$ cat config.mk
export PLATFORM = sky130hd
export DESIGN_NAME = tmds_encoder
export DESIGN_NICKNAME = d
export VERILOG_FILES = /design/src/rtl/tmds_pkg.sv /design/src/rtl/tmds_encoder.sv
export SDC_FILE = /design/constraint.sdc
export NUM_CORES = 1
export LEC_CHECK = 0
export ABC_CLOCK_PERIOD_IN_PS = 6650
export BUFFER_PORTS_ARGS = -buffer_cell sky130_fd_sc_hd__buf_2
export CORE_MARGIN = 4
export CORE_UTILIZATION = 40
export CTS_CLUSTER_SIZE = 8
export DETAILED_ROUTE_END_ITERATION = 8
export PLACE_DENSITY = 0.55
export SETUP_SLACK_MARGIN = 0.15
export SLEW_MARGIN = 20
export SYNTH_ARGS = -nofsm -noshare
export SYNTH_HDL_FRONTEND = slang
export SYNTH_SLANG_ARGS = --single-unit
$ cat constraint.sdc
create_clock -name clk -period 6.65 [get_ports clk]
set_input_delay 0.665 -clock clk [delete_from_list [all_inputs] [get_ports clk]]
set_output_delay 0.665 -clock clk [all_outputs]
set_load 0.03 [all_outputs]
$ cat src/rtl/tmds_pkg.sv
// Shared constants and helpers for the DVI TMDS channel encoder.
// Holds the control tokens, the symbol width and the popcount used by both stages.
package tmds_pkg;

    localparam int SYM_W = 10;

    localparam logic [SYM_W-1:0] CTRL_TOKEN_00 = 10'b1101010100;
    localparam logic [SYM_W-1:0] CTRL_TOKEN_01 = 10'b0010101011;
    localparam logic [SYM_W-1:0] CTRL_TOKEN_10 = 10'b0101010100;
    localparam logic [SYM_W-1:0] CTRL_TOKEN_11 = 10'b1010101011;

    function automatic logic [3:0] popcnt8(input logic [7:0] v);
        logic [3:0] n;
        n = '0;
        for (int i = 0; i < 8; i++) begin
            n = n + {3'b000, v[i]};
        end
        return n;
    endfunction

endpackage

$ cat src/rtl/tmds_encoder.sv
// One TMDS channel: 8b/10b transition-minimise + DC-balance encode, or control token in blanking.
// Latency 2 clocks for data and control alike; no backpressure, one symbol every clock.
module tmds_encoder
    import tmds_pkg::*;
#(
    parameter logic [SYM_W-1:0] RESET_CODE = 10'b1101010100
) (
    input  logic             clk,
    input  logic             reset,
    input  logic             de,
    input  logic [7:0]       data,
    input  logic             c0,
    input  logic             c1,
    output logic [SYM_W-1:0] tmds
);

    logic [3:0] n1d;
    logic       use_xnor;
    logic [8:0] qm;
    logic       acc;

    logic [8:0] qm_r;
    logic       de_r;
    logic [1:0] ctrl_r;

    logic signed [4:0] cnt;
    logic signed [4:0] cnt_nxt;
    logic [SYM_W-1:0]  tmds_nxt;

    logic [3:0]        n1;
    logic [3:0]        n0;
    logic signed [4:0] n1_s;
    logic signed [4:0] n0_s;
    logic signed [4:0] two_qm8;
    logic signed [4:0] two_nqm8;

    // Stage 1: an XNOR chain equals the XOR prefix with every odd bit inverted.
    assign n1d      = popcnt8(data);
    assign use_xnor = (n1d > 4'd4) || ((n1d == 4'd4) && !data[0]);

    always_comb begin
        qm    = '0;
        acc   = data[0];
        qm[0] = data[0];
        for (int i = 1; i < 8; i++) begin
            acc   = acc ^ data[i];
            qm[i] = acc ^ (use_xnor && (i % 2 == 1));
        end
        qm[8] = ~use_xnor;
    end

    always_ff @(posedge clk or posedge reset) begin
        if (reset) begin
            qm_r   <= '0;
            de_r   <= 1'b0;
            ctrl_r <= 2'b00;
        end else begin
            qm_r   <= qm;
            de_r   <= de;
            ctrl_r <= {c1, c0};
        end
    end

    // Stage 2: popcounts widened to signed 5 bits so differences stay exact.
    assign n1       = popcnt8(qm_r[7:0]);
    assign n0       = 4'd8 - n1;
    assign n1_s     = signed'({1'b0, n1});
    assign n0_s     = signed'({1'b0, n0});
    assign two_qm8  = qm_r[8] ? 5'sd2 : 5'sd0;
    assign two_nqm8 = qm_r[8] ? 5'sd0 : 5'sd2;

    always_comb begin
        tmds_nxt = RESET_CODE;
        cnt_nxt  = cnt;
        if (!de_r) begin
            cnt_nxt = '0;
            unique case (ctrl_r)
                2'b00:   tmds_nxt = CTRL_TOKEN_00;
                2'b01:   tmds_nxt = CTRL_TOKEN_01;
                2'b10:   tmds_nxt = CTRL_TOKEN_10;
                default: tmds_nxt = CTRL_TOKEN_11;
            endcase
        end else if ((cnt == 5'sd0) || (n1 == n0)) begin
            tmds_nxt = {~qm_r[8], qm_r[8], qm_r[8] ? qm_r[7:0] : ~qm_r[7:0]};
            cnt_nxt  = qm_r[8] ? (cnt + (n1_s - n0_s)) : (cnt + (n0_s - n1_s));
        end else if (((cnt > 5'sd0) && (n1 > n0)) || ((cnt < 5'sd0) && (n0 > n1))) begin
            tmds_nxt = {1'b1, qm_r[8], ~qm_r[7:0]};
            cnt_nxt  = cnt + two_qm8 + (n0_s - n1_s);
        end else begin
            tmds_nxt = {1'b0, qm_r[8], qm_r[7:0]};
            cnt_nxt  = cnt + (n1_s - n0_s) - two_nqm8;
        end
    end

    always_ff @(posedge clk or posedge reset) begin
        if (reset) begin
            tmds <= RESET_CODE;
            cnt  <= '0;
        end else begin
            tmds <= tmds_nxt;
            cnt  <= cnt_nxt;
        end
    end

endmodule

# Yosys cells after proc, flatten, opt, wreduce, memory -nomap -nowiden
# Cells that the tools add are included.
# classes
n_addsub,22
n_lt_le_gt_ge,5
n_bitwise,14
n_reduce_logical,9
eq_ne,4
mux,11
# ops
cell,n
$add A4 B1 Y4,8
$mux W10,3
$pmux W10 S3,1
$mux W5,4
$add A5 B5 Y5,3
$xor A1 B1 Y1,11
$sub A4 B4 Y5,2
$add A3 B1 Y4,2
$gt A4 B4 Y1,2
$mux W8,1
$not A8 Y8,1
$add A2 B1 Y3,2
$add A5 B3 Y5,1
$gt A5 B1 Y1 const B,1
$logic_not A5 Y1,1
$lt A5 B1 Y1 const B,1
$sub A5 B3 Y5,1
$add A1 B1 Y2,2
$eq A4 B3 Y1 const B,1
$eq A4 B4 Y1,1
$gt A4 B3 Y1 const B,1
$mux W2,2
$sub A4 B4 Y4 const A,1
$logic_and A1 B1 Y1,3
6 further kinds,9
# word_totals
wordCells,70
regBits,27

# Depth between registers and ports, before layout
# logic_depth
depth_word,14
mapped_depth,18
mapped_depth_nobuf,18

# Worst setup path after synthesis
# OpenSTA, ideal clock, no wires.
# synth_timing
kind,reg-to-reg
start,reg qm_r[0]
end,reg cnt[4]
path_slack_ps,1822
stages_incl_launch_ff,18
required_ps,6526
arrival_ps,4704
path_cell_list,dfrtp_1 inv_1 fa_1 fa_1 fa_1 inv_1 ha_1 inv_1 fa_1 ha_1 o21ai_0 ha_1 fa_1 xnor2_1 xnor2_1 mux2i_1 a211oi_1 nor2_1
# synth_via
elab_chain_len,14
word_cells_on_any_way,25
classes_between,add/sub (14); order compare (2); eq/ne (1); mux (4); reduce/logical (4)
# synth_rtl
element,line_no,rtl
from (decl),tmds_encoder.sv:22,logic [8:0] qm_r;
from (signal assigned),tmds_encoder.sv:58,qm_r <= qm;
$add A1 B1 Y2 (*),tmds_pkg.sv:16,"n = n + {3'b000, v[i]};"
$add A2 B1 Y3 (*),tmds_pkg.sv:16,
$add A3 B1 Y4 (*),tmds_pkg.sv:16,
$add A4 B1 Y4 (*) (4 in a row),tmds_pkg.sv:16,
$sub A4 B4 Y4,tmds_encoder.sv:66,assign n0 = 4'd8 - n1;
$sub A4 B4 Y5 / $gt A4 B4 Y1 (equally long branches),"tmds_encoder.sv:85, tmds_encoder.sv:91, tmds_encoder.sv:86",
$add A5 B5 Y5 / $logic_and A1 B1 Y1 (equally long branches),"tmds_encoder.sv:85, tmds_encoder.sv:91, tmds_encoder.sv:86",
$sub A5 B3 Y5 / $logic_or A1 B1 Y1 (equally long branches),"tmds_encoder.sv:91, tmds_encoder.sv:86",
$mux W5,tmds_encoder.sv:86,end else if (((cnt > 5'sd0) && (n1 > n0)) || ((cnt < 5'sd0) && (n0 > n1))) begin
$mux W5 (*),tmds_encoder.sv:83,end else if ((cnt == 5'sd0) || (n1 == n0)) begin
$mux W5 (*),tmds_encoder.sv:75,if (!de_r) begin
named net cnt_nxt[4],tmds_encoder.sv:27,logic signed [4:0] cnt_nxt;
to (signal assigned),tmds_encoder.sv:101,cnt <= cnt_nxt;
to (decl),tmds_encoder.sv:26,logic signed [4:0] cnt;
# The timed path passes the listed nets; every way through them passes the cells marked *.

# Worst setup path in the final report
# Ends and elaborated chain as after synthesis.

==> results.py <==
metrics = {
    "critical_path": {
        "critical_path.max_fanout": 8,
        "critPathArrivalTime_ns": 5.38,
        "worst-endpoint-required_ns": 6.81,
        "setup.worst_path.end_class": "flop",
        "setup.worst_path.class": "reg2reg",
        "critPathLaunchType": "flop",
    },
    "clock_network": {
        "post-cts-setup-buffers": 0,
        "clock_sink_count": 27,
        "clock-root-buffer": "sky130_fd_sc_hd__clkbuf_8",
        "clock_insertion_delay_worst_skew_ns": 0.27,
        "postCtsHoldBufs": 0,
        "cts_tree": "yes",
        "cts-buffers-inserted": 3,
        "cts-htree-levels": 1,
        "max-clock-path-buffers": 2,
        "cts_resized": 0,
        "clk_transition_reported_paths_ns": 0.08,
    },
    "sta": {
        "worst-slew-pin-transition_ns": 0.885,
        "peak_clock_frequency_supported_by_timing_ghz": 0.191,
        "timing.setup.tns_ns": 0,
        "final_min_period_over_clock_period_pct": 78.6,
        "unrepaired_setup_endpoints_after_global_routing": "no",
        "setup_viol": 0,
        "finalHoldViolCount": 0,
        "postLayoutSetupSlackWorst_ns": 1.42,
        "max-slew-margin-rel_pct": 40.6,
        "slew_viol_final": 0,
        "fin_skew_ns": 0.00144,
        "time_the_final_worst_path_needs_with_i_o_delays_and_setup_ns": 5.23,
    },
    "layout": {
        "fill_cells": 511,
        "final_core_util_pct": 45.9,
        "layout-drive-gt1-share_pct": 16.7,
        "antennaDiodeCount": 0,
        "layout_commonest_cell": "sky130_fd_sc_hd__inv_1",
        "layout.cells.most_common_list": "sky130_fd_sc_hd__inv_1 (40), sky130_fd_sc_hd__ha_1 (23), sky130_fd_sc_hd__xnor2_1 (22), sky130_fd_sc_hd__dfrtp_1 (22), sky130_fd_sc_hd__buf_2 (22)",
        "num-nets-final": 277,
        "layoutNonFillerInstCount": 297,
        "growth_of_design_area_from_synthesis_to_finish_pct": 10.3,
    },
    "synth": {
        "synth_ff_type": "sky130_fd_sc_hd__dfrtp_1",
        "syn_area_sq_um": 2140,
        "synth_warnings": 0,
        "synth-edff-count": 0,
        "seq_area_frac_synth_pct": 31.9,
        "synth.distinct_cells": 33,
        "synth.avg_cell_area_sq_um": 10.5,
        "number_of_register_bits_inferred_by_synthesis": 27,
        "syn-num-nets": 253,
        "async_reset_ff_share_pct": 100,
        "syn-instance-count": 204,
    },
    "global_route": {
        "vias_in_the_first_global_route": 1306,
        "globalRoute.totalOverflow": 0,
        "grt_first_pass_wirelength_um": 6160,
        "grt_max_degree": 28,
        "grt_use_total_pct": 12.2,
        "antenna_violations_before_repair": 0,
    },
    "die": {
        "die_area_sq_um": 6580,
        "rows": 26,
        "ios": 23,
        "start_util_pct": 41.6,
        "placeableCoreArea_sq_um": 5140,
        "die_height_um": 81.1,
        "die_x_extent_um": 81.1,
    },
    "route": {
        "antenna_left": 0,
        "viasPerCell": 4.51,
        "wl_um": 3560,
        "first_iter_violations": 49,
        "via_count": 1339,
        "drt-wirelength-per-cell_um": 12.0,
        "remaining_drc_errors": 0,
        "drt_pass1_iterations": 4,
    },
    "worst_hold_path": {
        "worst_hold_path_type": "in2async",
    },
    "run_status": {
        "run_status": "completed",
    },
    "placed_design": {
        "gp_routability_congestion": 0.756,
        "numPortBuffers": 22,
        "place.detailed.instances": 293,
        "detailed_place_hpwl_um": 3030,
        "place_worst_setup_slack_ns": 1.43,
    },
    "flow_run": {
        "max_capacitance_violation_total": 0,
    },
}
[cells in the mapped netlist, types with 2 or more instances]
| library cell | instances | area [sq um] |
|---|---|---|
| sky130_fd_sc_hd__inv_1 | 41 | 154 |
| sky130_fd_sc_hd__ha_1 | 23 | 288 |
| sky130_fd_sc_hd__dfrtp_1 | 22 | 551 |
| sky130_fd_sc_hd__xnor2_1 | 22 | 193 |
| sky130_fd_sc_hd__a21oi_1 | 14 | 70.1 |
| sky130_fd_sc_hd__fa_1 | 13 | 260 |
| sky130_fd_sc_hd__xor2_1 | 9 | 78.8 |
| sky130_fd_sc_hd__nor2_1 | 7 | 26.3 |
| sky130_fd_sc_hd__nand2_1 | 6 | 22.5 |
| sky130_fd_sc_hd__o21ai_0 | 6 | 30.0 |
| sky130_fd_sc_hd__a211oi_1 | 5 | 37.5 |
| sky130_fd_sc_hd__dfstp_2 | 5 | 131 |
| sky130_fd_sc_hd__mux2i_1 | 5 | 50.1 |
| sky130_fd_sc_hd__nand2b_1 | 3 | 18.8 |
| sky130_fd_sc_hd__nor3_1 | 3 | 15.0 |
| sky130_fd_sc_hd__a31oi_1 | 2 | 12.5 |
| sky130_fd_sc_hd__nand3_1 | 2 | 10.0 |
[through the flow]
stage | hold slack (ns) | area (sq um)
floorplan | 0.445 | 2140
global placement | 0.473 | 2310
detailed placement | 0.480 | 2310
CTS | 0.489 | 2360
global route | 0.482 | 2360
finish | 0.467 | 2360
[path summary, 6_finish.rpt]
path	from	to	slack (ns)	depth (start not counted)
setup reg to reg	qm_r[0]	cnt[4]	1.42	17
hold / removal	reset	tmds[1]	0.47	2
max in group asynchronous	reset	cnt[1]	5.77	2
min in group clk	de	de_r	0.50	1
hold reg to reg	cnt[0]	cnt[0]	0.50	1
setup / recovery	qm_r[0]	cnt[4]	1.42	17
[worst max-delay path, cell delays in order (launching register included)]
cell	delay, ns
sky130_fd_sc_hd__dfrtp_1	0.37
sky130_fd_sc_hd__inv_1	0.06
sky130_fd_sc_hd__fa_1	0.55
sky130_fd_sc_hd__fa_1	0.42
sky130_fd_sc_hd__fa_1	0.49
sky130_fd_sc_hd__inv_1	0.04
sky130_fd_sc_hd__ha_1	0.19
sky130_fd_sc_hd__inv_1	0.07
sky130_fd_sc_hd__fa_1	0.54
sky130_fd_sc_hd__ha_1	0.37
sky130_fd_sc_hd__o21ai_0	0.35
sky130_fd_sc_hd__ha_1	0.37
sky130_fd_sc_hd__fa_1	0.49
sky130_fd_sc_hd__xnor2_1	0.22
sky130_fd_sc_hd__xnor2_1	0.16
sky130_fd_sc_hd__mux2i_1	0.11
sky130_fd_sc_hd__a211oi_1	0.24
sky130_fd_sc_hd__nor2_1	0.07
[final cells by class]
cell class                 count  area (sq um)  area share (%)
multi-input combinational    133          1280            54.2
sequential                    27           682            28.9
inverter                      41           154            6.52
timing repair buffer          22           110            4.67
tap                           70          87.6            3.71
clock buffer                   3          41.3            1.75
clock inverter                 1          5.00           0.212
[cell families after synthesis]
group,count (synthesis),synth area share [%]
muxes,7,3.57
AOI/OAI and AO/OA,34,11.2
buffers and inverters,44,8.30
DFF,27,31.9
xor gates and xnor gates,33,14.5
adders and majority gates,36,25.6
and+or+nand+nor,23,4.97
[routing by layer]
layer / GRT usage [%] / vias up / wire length [um]
met1: 17.3 / 625 / 1740
met5: 0 / - / 0
met3: 2.00 / 4 / 97
met2: 19.3 / 16 / 1680
li1: - / 694 / -
met4: 3.04 / 0 / 48
[registers in the layout, summed over array words and instances (netlist names)]
signal / cells
qm_r: 9
cnt: 5
de_r: 1
tmds: 10
ctrl_r: 2
Power is not shown: default switching activity piles up to over one toggle a cycle in this logic, so the estimate is an artifact.
